## src/rtl/flash_pkg.sv

```systemverilog
// Shared definitions for the flash bitstream reader: address width, default
// read opcode and the controller state encoding.
package flash_pkg;

  localparam int ADDR_W = 24;
  localparam int SHIFT_W = 8 + ADDR_W;
  localparam logic [7:0] CMD_READ_DEFAULT = 8'h03;

  typedef enum logic [2:0] {
    S_IDLE,
    S_ARMED,
    S_CMD,
    S_ADDR,
    S_DATA,
    S_FLUSH,
    S_END,
    S_HOLD
  } state_t;

endpackage

```

## src/rtl/spi_shift_reg.sv

```systemverilog
// Serial shifter: parallel-load with MSB-first serial output, and serial-in
// capture whose low CAP_W bits are exposed as the received data.
module spi_shift_reg #(
  parameter int WIDTH = 32,
  parameter int CAP_W = 8
) (
  input  logic             clk,
  input  logic             reset,
  input  logic             load,
  input  logic             shift_en,
  input  logic             serial_in,
  input  logic [WIDTH-1:0] load_data,
  output logic             serial_out,
  output logic [CAP_W-1:0] capture
);

  logic [WIDTH-1:0] sreg;

  always_ff @(posedge clk) begin
    if (reset) begin
      sreg <= '0;
    end else if (load) begin
      sreg <= load_data;
    end else if (shift_en) begin
      sreg <= {sreg[WIDTH-2:0], serial_in};
    end
  end

  assign serial_out = sreg[WIDTH-1];
  assign capture    = sreg[CAP_W-1:0];

endmodule

```

## src/rtl/flash_bitstream_reader.sv

```systemverilog
// Streams a channel bitstream out of SPI flash (READ opcode + 24-bit address).
// Define BIT_SWAP_EN to emit each byte LSB first through a byte buffer.
module flash_bitstream_reader
  import flash_pkg::*;
#(
  parameter logic [ADDR_W-1:0] START_ADDR = 24'hCE0000,
  parameter logic [ADDR_W-1:0] NUM_BYTES  = 24'd4194304,
  parameter logic [7:0]        CMD_READ   = CMD_READ_DEFAULT
) (
  input  logic clk,
  input  logic reset,
  input  logic store_cmd,
  input  logic read_start,
  output logic spi_csn,
  output logic spi_sck_en,
  output logic spi_mosi,
  input  logic spi_miso,
  output logic bitstream,
  output logic end_bitstream,
  output logic busy
);

`ifdef BIT_SWAP_EN
  localparam int CAP_W = 8;
`else
  localparam int CAP_W = 1;
`endif

  state_t state, next_state;
  logic [ADDR_W-1:0] addr_reg;
  logic [ADDR_W-1:0] byte_cnt;
  logic [2:0] bit_cnt;
  logic bit_last, count_run, end_q;
  logic shift_msb;
  logic [CAP_W-1:0] capture;

  assign bit_last = (bit_cnt == 3'd7);

`ifdef BIT_SWAP_EN
  logic [7:0] swap_buf;
  logic [2:0] swap_cnt;
  logic swap_valid, byte_done_d, flush_done;

  // The last buffered byte is on its 7th bit, so END carries its 8th.
  assign flush_done = !byte_done_d && swap_valid && (swap_cnt == 3'd6);
`endif

  always_ff @(posedge clk) begin
    if (reset) begin
      state <= S_IDLE;
    end else begin
      state <= next_state;
    end
  end

  always_comb begin
    next_state = state;
    unique case (state)
      S_IDLE:  if (store_cmd) next_state = S_ARMED;
      S_ARMED: if (read_start) next_state = S_CMD;
      S_CMD: begin
        if (!read_start) next_state = S_IDLE;
        else if (bit_last) next_state = S_ADDR;
      end
      S_ADDR: begin
        if (!read_start) next_state = S_IDLE;
        else if (bit_last && byte_cnt == 24'd3) next_state = S_DATA;
      end
      S_DATA: begin
        if (!read_start) next_state = S_IDLE;
`ifdef BIT_SWAP_EN
        else if (bit_last && byte_cnt == NUM_BYTES - 24'd1) next_state = S_FLUSH;
`else
        else if (bit_last && byte_cnt == NUM_BYTES - 24'd1) next_state = S_END;
`endif
      end
      S_FLUSH: begin
        if (!read_start) next_state = S_IDLE;
`ifdef BIT_SWAP_EN
        else if (flush_done) next_state = S_END;
`else
        else next_state = S_END;
`endif
      end
      S_END:  next_state = S_HOLD;
      S_HOLD: if (!read_start) next_state = S_IDLE;
      default: next_state = S_IDLE;
    endcase
  end

  always_comb begin
    spi_csn    = 1'b1;
    spi_sck_en = 1'b0;
    spi_mosi   = 1'b0;
    busy       = (state != S_IDLE);
    case (state)
      S_CMD, S_ADDR: begin
        spi_csn    = 1'b0;
        spi_sck_en = 1'b1;
        spi_mosi   = shift_msb;
      end
      S_DATA: begin
        spi_csn    = 1'b0;
        spi_sck_en = 1'b1;
      end
      default: ;
    endcase
  end

  // One counter pair times CMD (byte 0), ADDR (bytes 1..3) and DATA.
  assign count_run = (state inside {S_CMD, S_ADDR, S_DATA}) &&
                     ((next_state == state) || (state == S_CMD && next_state == S_ADDR));

  always_ff @(posedge clk) begin
    if (reset || !count_run) begin
      bit_cnt  <= '0;
      byte_cnt <= '0;
    end else begin
      bit_cnt <= bit_cnt + 3'd1;
      if (bit_last) byte_cnt <= byte_cnt + 24'd1;
    end
  end

  always_ff @(posedge clk) begin
    if (reset) begin
      addr_reg <= '0;
      end_q    <= 1'b0;
    end else begin
      if ((state == S_IDLE || state == S_ARMED) && store_cmd) addr_reg <= START_ADDR;
      end_q <= (state == S_END);
    end
  end

  assign end_bitstream = end_q;

  spi_shift_reg #(
    .WIDTH (SHIFT_W),
    .CAP_W (CAP_W)
  ) u_shift (
    .clk        (clk),
    .reset      (reset),
    .load       (state == S_ARMED && read_start),
    .shift_en   (state inside {S_CMD, S_ADDR, S_DATA}),
    .serial_in  (spi_miso),
    .load_data  ({CMD_READ, addr_reg}),
    .serial_out (shift_msb),
    .capture    (capture)
  );

`ifdef BIT_SWAP_EN
  // A completed byte is copied out of the shifter one cycle later, then
  // drained LSB first while the shifter already collects the next byte.
  always_ff @(posedge clk) begin
    if (reset || next_state == S_IDLE) begin
      byte_done_d <= 1'b0;
      swap_valid  <= 1'b0;
      swap_cnt    <= '0;
      swap_buf    <= '0;
    end else begin
      byte_done_d <= (state == S_DATA) && bit_last;
      if (byte_done_d) begin
        swap_buf   <= capture;
        swap_cnt   <= '0;
        swap_valid <= 1'b1;
      end else if (swap_valid) begin
        swap_buf <= {1'b0, swap_buf[7:1]};
        swap_cnt <= swap_cnt + 3'd1;
        if (swap_cnt == 3'd7) swap_valid <= 1'b0;
      end
    end
  end

  assign bitstream = swap_valid ? swap_buf[0] : 1'b1;
`else
  logic data_d;

  always_ff @(posedge clk) begin
    if (reset) begin
      data_d <= 1'b0;
    end else begin
      data_d <= (state == S_DATA) && (next_state != S_IDLE);
    end
  end

  assign bitstream = data_d ? capture[0] : 1'b1;
`endif

endmodule
```

## config.mk

```make
export PLATFORM = sky130hd
export DESIGN_NAME = flash_bitstream_reader
export DESIGN_NICKNAME = d
export VERILOG_FILES = /design/src/rtl/flash_pkg.sv /design/src/rtl/spi_shift_reg.sv /design/src/rtl/flash_bitstream_reader.sv
export SDC_FILE = /design/constraint.sdc
export NUM_CORES = 1
export LEC_CHECK = 0
export BUFFER_PORTS_ARGS = -buffer_cell sky130_fd_sc_hd__buf_2
export CORE_MARGIN = 1
export CORE_UTILIZATION = 33
export CTS_BUF_LIST = sky130_fd_sc_hd__clkbuf_4 sky130_fd_sc_hd__clkbuf_8
export CTS_CLUSTER_SIZE = 12
export DETAILED_ROUTE_END_ITERATION = 12
export HOLD_SLACK_MARGIN = 0.08
export PLACE_DENSITY = 0.57
export RECOVER_POWER = 100
export SETUP_SLACK_MARGIN = 0.02
export SKIP_LAST_GASP = 1
export SYNTH_ARGS = -nofsm -noshare
export SYNTH_HDL_FRONTEND = slang
export SYNTH_SLANG_ARGS = --single-unit
```

## constraint.sdc

```tcl
create_clock -name clk -period 3.95 [get_ports clk]
set_clock_uncertainty 0.15 [all_clocks]
set_input_delay 0.5925 -clock clk [delete_from_list [all_inputs] [get_ports clk]]
set_output_delay 0.5925 -clock clk [all_outputs]
set_load 0.05 [all_outputs]
```

==> results of run 1 <==
metal layers:
metal,track usage,up-vias,routed length [um]
li1,-,1110,-
met1,0.1561,985,2402
met2,0.2105,20,2326
met3,0.04269,9,163
met4,0.05729,0,84
met5,0,-,0
layout by cell type (no fill, tap or decap), types with 3 or more instances in the layout:
master and instances:
sky130_fd_sc_hd__nand2_1 73, sky130_fd_sc_hd__clkbuf_1 5, sky130_fd_sc_hd__a21oi_1 29, sky130_fd_sc_hd__inv_1 4, sky130_fd_sc_hd__xor2_1 11, sky130_fd_sc_hd__nor2b_1 4
sky130_fd_sc_hd__nand4_1 7, sky130_fd_sc_hd__nor2_1 32, sky130_fd_sc_hd__xnor2_1 12, sky130_fd_sc_hd__clkbuf_8 10, sky130_fd_sc_hd__a31oi_1 9, sky130_fd_sc_hd__and4_1 3
sky130_fd_sc_hd__ha_1 3, sky130_fd_sc_hd__nand3_1 14, sky130_fd_sc_hd__nor3_1 7, sky130_fd_sc_hd__dfxtp_1 65, sky130_fd_sc_hd__buf_2 5, sky130_fd_sc_hd__and3_1 7
sky130_fd_sc_hd__nor4_1 6
final timing paths:
check,startpoint,endpoint,slack [ns],depth (start not counted)
hold reg to reg,bit_cnt[0],bit_cnt[0],0.27,1
setup / recovery,state[0],spi_csn,0.83,4
setup reg to reg,bit_cnt[0],byte_cnt[11],1.05,7
hold / removal,bit_cnt[0],bit_cnt[0],0.27,1
report_power, final:
group          leakage [uW]  total, uW  internal [uW]  switching, uW
Combinational      0.000335       44.5           11.2           33.3
Clock              0.000113        639            375            264
Sequential         0.000525        669            662           6.61
final cells by class:
| class | instances | area share |
|---|---|---|
| clock buffer | 10 | 0.04559 |
| clock inverter | 6 | 0.02984 |
| inverter | 4 | 0.004973 |
| multi-input combinational | 239 | 0.4293 |
| sequential | 65 | 0.4310 |
| tap | 102 | 0.04227 |
| timing repair buffer | 11 | 0.01699 |
cell families after synthesis:
kind of cell | after synthesis | synth area share
and+or+nand+nor | 166 | 0.2880
DFF | 65 | 0.4824
AOI/OAI and AO/OA | 45 | 0.1002
xor gates and xnor gates | 23 | 0.07467
buffers and inverters | 21 | 0.03339
adders and majority gates | 3 | 0.01392
muxes | 2 | 0.007421
through the flow:
stage	hold slack (ns)	power (uW)
floorplan	0.2477	719.3
global placement	0.2633	729.0
detailed placement	0.2633	729.3
CTS	0.2736	1371
global route	0.3104	1408
finish	0.2668	1352
==> summary.md, run 1 <==
| Metric | Value |
|---|---|
| Placeable core area | around 0.0078 mm2 |
| Register bank with the most flops | u_shift.sreg |
| Clock tree from TritonCTS | built |
| Average wire per cell in the routed design | 11.39 um |
| Number of I/O pins | 11 |
| Number of enable flip-flop cells after synthesis | 0 |
| Number of global-route vias before repair | between 2k and 2.5k |
| Leading cell types by total area after synthesis | sky130_fd_sc_hd__dfxtp_1 48%, sky130_fd_sc_hd__nand2_1 10%, sky130_fd_sc_hd__a21oi_1 5.4% |
| Period Utilization, post-route | 0.7903 |
| Footprint of the multi-input gates | 0.001296 mm2 |
| Final cell area excluding filler cells | 0.003019 mm2 |
| Fraction of layout instances using a drive strength above 1 | 0.07761 |
| Data arrival time of the critical path | 2.38 ns |
| Antenna violations before repair | 0 |
| Latest clock arrival within the worst-skew pair | roughly 0.34 ns |
| Fill cells | slightly above 800 |
| Die boundary width | 92.41 um |
| Pre-Repair DR Iteration Count | 4 |
| Total Wirelength | around 5000 um |
| Nature of the critical path startpoint | register |
| Placer's final routability congestion estimate | 0.7834 |
| Final layout net count | between 300 and 400 |
| Average via count per standard cell | between 4 and 5 |
| Total count of hold-check failures in the final report | 0 |
| Post-synthesis instance total | 325 |
| Critical Path Fanout Max | 33 |
| Biggest regs | u_shift.sreg (32), byte_cnt (24) |
| Number of sinks on the clock net | 65 |
| Max_slew headroom | 0.3568 |
| Proportion of synthesized chip area in sequential cells | 0.4824 |
| Biggest area consumer among synthesized cells | sky130_fd_sc_hd__dfxtp_1 |
| Highest-delay cell along the critical path | sky130_fd_sc_hd__inv_1 |
| Final cell count without fillers | 437 |
| Deepest level of the CTS H-tree | 3 |
| DRC viols | 0 |
| Post-synth cell types | 39 |
| Number of rows created at floorplan | 32 |
| Number of I/O port buffers | 10 |
| Inserted Clock Buffers | 9 |
| Max-cap viol count | 0 |
| Final total negative setup slack | 0 ns |
| Detailed Place HPWL | 3214 um |
| Total routing resource utilization after global routing | 0.1299 |
| Share of flip-flops with an asynchronous set or reset after synthesis | 0 |
| Total number of yosys warnings | 0 |
| DRC violation total after the first TritonRoute iteration | 63 |
| Kind of critical path | register to primary output |
| Peak ir drop on the vdd network | 261.8 uV |
| Storage cell area | between 0.001 and 0.0015 mm2 |
| Count of antenna-violating nets left after detailed routing | 0 |
| Result of the run | finished, final reports clean |
| Placed cell area | approximately 0.0028 mm2 |
| Share of the synthesized area in the top cell type | 0.4824 |
| Finished Core Util | 0.3867 |
| Kind of cell adding the most delay to the critical path | buffers and inverters |
| Initial core utilization | 0.3455 |
| Die Y-Extent | a little over 90 um |
| P_leak | 0.0009727 uW |
| Total instance count after detailed placement | ~420 |
| Worst stage delay on the critical path | ~0.71 ns |
| Power per unit of standard cell area | between 400 and 500 mW/mm2 |
| Post-Syn Nets | ~330 |
| Overall die area | 0.008540 mm2 |
| Flip-flop and latch count after synthesis | 65 |
| Number of buffers inserted for hold repair after clock tree synthesis | 0 |
| Via count of the routed design | 2124 |
| Post-synthesis to final-layout area growth | 11.92% |
| Most frequently used cell type in the post-synthesis netlist | sky130_fd_sc_hd__nand2_1 |
| Buffer and inverter count on the worst path | 2 |
| Max Buffers Root-to-Sink | 2 |
| Unrepaired setup endpoints after global routing | false |
| GR Overflow Total | 0 |
| Post-synth top flop | sky130_fd_sc_hd__dfxtp_1 |
| CTS Root Buffer Type | sky130_fd_sc_hd__clkbuf_8 |
| List of cells traversed by the critical path | nor3b_1 -> or2_0 -> inv_1 -> buf_2 |
| Mean instance size in the synthesized netlist | 8.300 um2 |
| Final setup slack of the worst path | slightly above 0.8 ns |
| Most common library cells after synthesis | 73 x sky130_fd_sc_hd__nand2_1, 65 x sky130_fd_sc_hd__dfxtp_1, 32 x sky130_fd_sc_hd__nor2_1 |
| Postcts setup bufs | 0 |
| Worst hold path class | register to register |
| Number of flip-flops in the largest register | 32 |
| Count of final setup violators | 0 |
| Maximum clock rate | approximately 0.32 GHz |
| Wire length of the first global-routing pass | slightly below 9000 um |
| Post-CTS clock slew at the launch and capture registers of the worst setup and hold paths | ~0.070 ns |
| Placement Setup Slack | ~1.1 ns |
| Min Clock Period, post-route | 3.122 ns |
| Data required time of the worst path | about 3.2 ns |
| Pin count of the biggest net entering global routing | 34 |
| Cell area after technology mapping | 0.002698 mm2 |
| Nature of the critical path endpoint | primary output |
| Final Max Tran Viols | 0 |
| Slew at the pin with the worst max-slew slack | ~0.96 ns |
| Resized Gates After CTS | 0 |
| Total inserted antenna cells | 0 |
Note: power is estimated with default switching activity, not from simulation.
==> run 2, diff against run 1 <==
--- a/config.mk
+++ b/config.mk
@@ -12,7 +12,7 @@
 export CTS_CLUSTER_SIZE = 12
 export DETAILED_ROUTE_END_ITERATION = 12
 export HOLD_SLACK_MARGIN = 0.08
-export PLACE_DENSITY = 0.57
+export PLACE_DENSITY = 0.59
 export RECOVER_POWER = 100
 export SETUP_SLACK_MARGIN = 0.02
 export SKIP_LAST_GASP = 1
==> constraint.sdc (replaced) <==
create_clock -name clk -period 2.75 [get_ports clk]
set_clock_uncertainty 0.15 [all_clocks]
set_input_delay 0.4125 -clock clk [delete_from_list [all_inputs] [get_ports clk]]
set_output_delay 0.4125 -clock clk [all_outputs]
set_load 0.05 [all_outputs]
==> run 2 against run 1 <==
  * First-iteration DRC count rose by 38%
  * Sequential power rose by 43%
  * Cell count rose by 0.92%
  * Combinational power rose by 50%
  * Count of clock-buffer cells in the layout did not move
  * Clock power rose by 13%
  * Worst setup slack got worse by 0.53 ns
  * Critical endpoint is now spi_mosi
  * Highest routed layer unchanged
==> summary.md, run 2 (synthesis results as in run 1) <==
| Metric | Value |
|---|---|
| Register bank with the most flops | u_shift.sreg |
| Kind of cell adding the most delay to the critical path | simple AND/OR/NAND/NOR gates |
| Detailed Place HPWL | 3318 um (+3.2%) |
| Period Utilization, post-route | 0.8918 |
| Average via count per standard cell | 4.828 (-0.67%) |
| Final total negative setup slack | 0 ns (unchanged) |
| Number of flip-flops in the largest register | 32 (unchanged) |
| Kind of critical path | register to primary output |
| Via count of the routed design | 2129 (+0.24%) |
| Deepest level of the CTS H-tree | 3 (unchanged) |
| Inserted Clock Buffers | 9 (unchanged) |
| Data arrival time of the critical path | 1.89 ns (-0.49 ns) |
| P_leak | 0.0009647 uW (-0.82%) |
| Pin count of the biggest net entering global routing | 33 (-2.9%) |
| Power per unit of standard cell area | 583.0 mW/mm2 (+30%) |
| Number of buffers inserted for hold repair after clock tree synthesis | 0 (unchanged) |
| Total count of hold-check failures in the final report | 0 (unchanged) |
| Count of final setup violators | 0 (unchanged) |
| Maximum clock rate | approximately 0.41 GHz |
| Overall die area | 0.008540 mm2 (unchanged) |
| Data required time of the worst path | 2.19 ns (-1.02 ns) |
| Final Max Tran Viols | 0 (unchanged) |
| Overall Power | 1750 uW (+29%) |
| Number of sinks on the clock net | 65 (unchanged) |
| Worst hold path class | input port to register |
| Finished Core Util | 0.3845 (-0.002244) |
| Number of global-route vias before repair | 1939 (-3.5%) |
| Result of the run | finished, final reports clean |
| Gr busiest metal | met2 |
| Resized Gates After CTS | 0 (unchanged) |
| Total instance count after detailed placement | 425 (+0.95%) |
| List of cells traversed by the critical path | nor2b_1 -> and2_1 -> clkbuf_1 |
| Max Buffers Root-to-Sink | 2 (unchanged) |
| Average wire per cell in the routed design | 11.45 um (+0.55%) |
| Antenna violations before repair | 0 (unchanged) |
| Critical Path Fanout Max | 9 (-73%) |
| Number of rows created at floorplan | 32 (unchanged) |
| Nature of the critical path endpoint | primary output |
| Number of I/O port buffers | 10 (unchanged) |
| GR Overflow Total | 0 (unchanged) |
| Min Clock Period, post-route | ~2.5 ns |
| DRC violation total after the first TritonRoute iteration | 87 (+38%) |
| Final layout net count | 342 (+1.2%) |
| Die Y-Extent | 92.41 um (unchanged) |
| Leading cell types in the layout, fill and taps excluded | 73 x sky130_fd_sc_hd__nand2_1, 65 x sky130_fd_sc_hd__dfxtp_1, 32 x sky130_fd_sc_hd__nor2_1, 29 x sky130_fd_sc_hd__a21oi_1, 14 x sky130_fd_sc_hd__nand3_1 |
| Worst stage delay on the critical path | 0.50 ns (-0.21 ns) |
| Clock tree from TritonCTS | built |
| Peak ir drop on the vdd network | 256.3 uV (-2.1%) |
| Fraction of met2 tracks used by global routing | 0.2037 (-0.006790) |
| Unrepaired setup endpoints after global routing | false |
| Die boundary width | 92.41 um (unchanged) |
| Total Wirelength | 5049 um (+1.5%) |
| Post-CTS clock slew at the launch and capture registers of the worst setup and hold paths | 0.08 ns (about the same) |
| Final cell count without fillers | 441 (+0.92%) |
| Met1 Resource Use GR | 0.1557 (-0.0004600) |
| Wire length of the first global-routing pass | 8721 um (-1.6%) |
| Buffer and inverter count on the worst path | 1 (-1) |
| Pre-Repair DR Iteration Count | 4 (unchanged) |
| Highest-delay cell along the critical path | sky130_fd_sc_hd__dfxtp_1 |
| Placeable core area | 0.007807 mm2 (unchanged) |
| Biggest regs | u_shift.sreg (32), byte_cnt (24) |
| Min Hold Slack | 0.1501 ns (-0.1167 ns) |
| Number of I/O pins | 11 (unchanged) |
| DRC viols | 0 (unchanged) |
| Slew at the pin with the worst max-slew slack | 0.6364 ns (-0.3274 ns) |
| Met3 Usage GRT | 0.05255 (+0.009852) |
| Max-cap viol count | 0 (unchanged) |
| Latest clock arrival within the worst-skew pair | 0.35 ns (about the same) |
| Max_slew headroom | 0.5725 (+0.2157) |
| Nature of the critical path startpoint | register |
| CTS Root Buffer Type | sky130_fd_sc_hd__clkbuf_8 |
| Initial core utilization | 0.3455 (unchanged) |
| Total inserted antenna cells | 0 (unchanged) |
| Fraction of layout instances using a drive strength above 1 | 0.09440 (+0.01678) |
| Leading cell type in the layout, fill and taps excluded | sky130_fd_sc_hd__nand2_1 |
| Post-synthesis to final-layout area growth | 11.27% |
| Count of antenna-violating nets left after detailed routing | 0 (unchanged) |
| Postcts setup bufs | 0 (unchanged) |
| Total routing resource utilization after global routing | 0.1308 (+0.0008562) |
| Placer's final routability congestion estimate | 0.7965 (+1.7%) |
==> run 2: tightest hold or removal path, cell delays in order <==
cell and delay (ns):
sky130_fd_sc_hd__buf_2 0.10, sky130_fd_sc_hd__nand2_1 0.04, sky130_fd_sc_hd__a21oi_1 0.05
==> run 2: worst paths after layout <==
| kind | start | to | slack (ns) | cells past startpoint |
|---|---|---|---|---|
| setup / recovery | state[1] | spi_mosi | 0.30 | 3 |
| setup reg to reg | bit_cnt[0] | byte_cnt[11] | 0.39 | 8 |
| hold reg to reg | bit_cnt[0] | bit_cnt[0] | 0.27 | 1 |
| hold / removal | spi_miso | u_shift.sreg[0] | 0.15 | 3 |
==> run 2: cell type report <==
class                           instances  area, um2
Timing Repair Buffer                   15      76.32
Tap cell                              102      127.6
Inverter                                4      15.01
Clock inverter                          6      42.54
Fill cell                             829       4806
Clock buffer                           10      137.6
Multi-Input combinational cell        239       1301
Sequential cell                        65       1301
==> run 2: where the power goes <==
group | switching [uW] | leakage [uW] | internal [uW]
logic | 48.7 | 0.000351 | 18.1
registers | 9.02 | 0.000525 | 951
clock network | 371 | 0.0000887 | 352
total | 428 | 0.000965 | 1320
==> run 2: per-stage QoR <==
step           worst slack (ns)  area [um2]
4_1_cts                  0.4394        3018
3_3_place_gp             0.5087        2838
3_5_place_dp             0.4825        2838
6_report                 0.2976        3002
2_1_floorplan            0.3936        2698
5_1_grt                  0.1548        3002
==> run 2: per-layer routing <==
metal	wire length, um	part of all wire
met1	2507	0.50
met2	2230	0.44
met3	228	0.045
met4	82	0.016
met5	0	0
==> run 3, diff against run 2 <==
--- a/config.mk
+++ b/config.mk
@@ -12,7 +12,6 @@
 export CTS_CLUSTER_SIZE = 12
 export DETAILED_ROUTE_END_ITERATION = 12
 export HOLD_SLACK_MARGIN = 0.08
-export PLACE_DENSITY = 0.59
 export RECOVER_POWER = 100
 export SETUP_SLACK_MARGIN = 0.02
 export SKIP_LAST_GASP = 1
==> run 3 against run 2 <==
  * Sequential power barely moved
  * Maximum frequency down 2.5%
  * Worst hold slack improved by 0.0067 ns
  * Combinational power is 2% higher
  * Core utilization is 0.30 points higher
  * Count of clock-buffer cells in the layout increased by 1
  * Critical endpoint is now byte_cnt[0]
  * Highest routed layer unchanged
==> summary.md, run 3 (synthesis results as in run 1) <==
| Metric | Value |
|---|---|
| Die boundary width | 92.41 um (unchanged) |
| Overall Power | 1838 uW (+5.0%) |
| Clock tree from TritonCTS | built |
| CTS Root Buffer Type | sky130_fd_sc_hd__clkbuf_8 |
| Slew at the pin with the worst max-slew slack | 0.6726 ns (+0.03628 ns) |
| Kind of critical path | register to register |
| Wire length of the first global-routing pass | 9059 um (+3.9%) |
| Period Utilization, post-route | 0.9146 (+0.02287) |
| Total count of hold-check failures in the final report | 0 (unchanged) |
| Number of rows created at floorplan | 32 (unchanged) |
| Data arrival time of the critical path | 2.60 ns (+0.71 ns) |
| Min Clock Period, post-route | 2.515 ns (+0.06289 ns) |
| Cell mode on critical path | sky130_fd_sc_hd__ha_1 |
| Leading cell type in the layout, fill and taps excluded | sky130_fd_sc_hd__nand2_1 |
| Postcts setup bufs | 0 (unchanged) |
| Highest-delay cell along the critical path | sky130_fd_sc_hd__o41ai_4 |
| Pin count of the biggest net entering global routing | 33 (unchanged) |
| Via count of the routed design | 2153 (+1.1%) |
| Post-CTS clock slew at the launch and capture registers of the worst setup and hold paths | 0.07 ns (about the same) |
| Max Buffers Root-to-Sink | 2 (unchanged) |
| Number of I/O pins | 11 (unchanged) |
| Pre-Repair DR Iteration Count | 4 (unchanged) |
| DRC violation total after the first TritonRoute iteration | 67 (-23%) |
| Max-cap viol count | 0 (unchanged) |
| Number of sinks on the clock net | 65 (unchanged) |
| Count of final setup violators | 0 (unchanged) |
| Worst stage delay on the critical path | 0.52 ns (+0.02 ns) |
| Register bank with the most flops | u_shift.sreg |
| Data required time of the worst path | 2.83 ns (+0.64 ns) |
| Leading cell types in the layout, fill and taps excluded | 73 x sky130_fd_sc_hd__nand2_1, 65 x sky130_fd_sc_hd__dfxtp_1, 32 x sky130_fd_sc_hd__nor2_1, 29 x sky130_fd_sc_hd__a21oi_1, 14 x sky130_fd_sc_hd__nand3_1 |
| P_leak | 0.0009856 uW (+2.2%) |
| Result of the run | finished, final reports clean |
| Unrepaired setup endpoints after global routing | false |
| Inserted Clock Buffers | 9 (unchanged) |
| Fraction of layout instances using a drive strength above 1 | 0.09384 (-0.0005536) |
| Detailed Place HPWL | 3429 um (+3.3%) |
| Count of antenna-violating nets left after detailed routing | 0 (unchanged) |
| Total Wirelength | 5114 um (+1.3%) |
| Number of global-route vias before repair | 2014 (+3.9%) |
| Average wire per cell in the routed design | 11.54 um (+0.83%) |
| Placeable core area | 0.007807 mm2 (unchanged) |
| Latest clock arrival within the worst-skew pair | 0.34 ns (about the same) |
| Finished Core Util | 0.3875 (+0.003045) |
| Nature of the critical path startpoint | register |
| Overall die area | 0.008540 mm2 (unchanged) |
| Placement Setup Slack | 0.3226 ns (-0.1599 ns) |
| Placer's final routability congestion estimate | 0.8160 (+2.4%) |
| Final total negative setup slack | 0 ns (unchanged) |
| Number of I/O port buffers | 10 (unchanged) |
| Total routing resource utilization after global routing | 0.1355 (+0.004676) |
| Maximum clock rate | 0.3976 GHz (-2.5%) |
| Average via count per standard cell | 4.860 (+0.67%) |
| Power per unit of standard cell area | 607.6 mW/mm2 (+4.2%) |
| Initial core utilization | 0.3455 (unchanged) |
| Final Max Tran Viols | 0 (unchanged) |
| Total instance count after detailed placement | 427 (+0.47%) |
| Total inserted antenna cells | 0 (unchanged) |
| Number of flip-flops in the largest register | 32 (unchanged) |
| GR Overflow Total | 0 (unchanged) |
| Peak ir drop on the vdd network | 388.1 uV (+51%) |
| Biggest regs | u_shift.sreg (32), byte_cnt (24) |
| Number of buffers inserted for hold repair after clock tree synthesis | 0 (unchanged) |
| Die Y-Extent | 92.41 um (unchanged) |
| Resized Gates After CTS | 0 (unchanged) |
| Antenna violations before repair | 0 (unchanged) |
| Nature of the critical path endpoint | register |
| Worst hold path class | input port to register |
| Deepest level of the CTS H-tree | 3 (unchanged) |
| DRC viols | 0 (unchanged) |
| Critical Path Fanout Max | 7 (-2) |
| Final setup slack of the worst path | 0.2347 ns (-0.06289 ns) |
| List of cells traversed by the critical path | ha_1 -> ha_1 -> and3_1 -> nand4_1 -> or3_1 -> o41ai_4 -> clkbuf_2 -> nor2_1 |
| Post-synthesis to final-layout area growth | 12.15% |
| Final cell count without fillers | 443 (+0.45%) |
| Final layout net count | 344 (+0.58%) |
| Max_slew headroom | 0.5481 (-0.02437) |
-- run 3: changes by cell type in the layout (fill, tap and decap cells not counted) --
cell	delta
sky130_fd_sc_hd__and3_1	+1
sky130_fd_sc_hd__and3_4	-1
sky130_fd_sc_hd__bufinv_16	+1
sky130_fd_sc_hd__clkbuf_1	+1
sky130_fd_sc_hd__clkbuf_2	+1
sky130_fd_sc_hd__clkbuf_4	+1
sky130_fd_sc_hd__clkinv_4	-1
sky130_fd_sc_hd__inv_6	-1
sky130_fd_sc_hd__or2_0	-1
sky130_fd_sc_hd__or2_1	+1
-- run 3: worst paths after layout --
check | from | end | slack, ns | cells after the start
max | bit_cnt[0] | byte_cnt[0] | 0.23 | 8
min | store_cmd | addr_reg[17] | 0.16 | 3
max reg2reg | bit_cnt[0] | byte_cnt[0] | 0.23 | 8
min reg2reg | bit_cnt[0] | bit_cnt[0] | 0.28 | 1
-- run 3: report_power, final --
part           internal, uW  total (uW)  switching (uW)  leakage, uW
Combinational          18.8        67.9            49.1     0.000362
Clock                   450         809             359    0.0000987
Sequential              952         961            9.53     0.000525
-- run 3: critical path, delay by kind of cell (launching register included) --
kind / cells / cell delay, ns
fa+ha+maj: 2 / 0.29
compound gates: 1 / 0.52
simple gates: 4 / 0.84
flops: 1 / 0.33
buf+inv: 1 / 0.27
-- run 3: through the flow --
stage | hold WS (ns) | instance area, um2
after floorplan | 0.2477 | 2698
after global placement | 0.2600 | 2853
after detailed placement | 0.2741 | 2853
after CTS | 0.1432 | 3053
after global routing | 0.1571 | 3025
final | 0.1569 | 3025
-- run 3: layout make-up --
| cell class | instances | area, um2 |
|---|---|---|
| fillers | 812 | 4782 |
| multi-input cells | 239 | 1296 |
| clock inverters | 5 | 55.05 |
| well taps | 102 | 127.6 |
| flip-flops and latches | 65 | 1301 |
| repair buffers | 17 | 85.08 |
| inverters | 4 | 15.01 |
| clock buffers | 11 | 145.1 |
-- run 3: per-layer routing --
metal  global-route usage  wire (um)  vias to the layer above
li1                     -          -                     1119
met2               0.2185       2254                       24
met4              0.06250        107                        0
met3              0.04926        181                       10
met1               0.1597       2570                     1000
met5                    0          0                        -
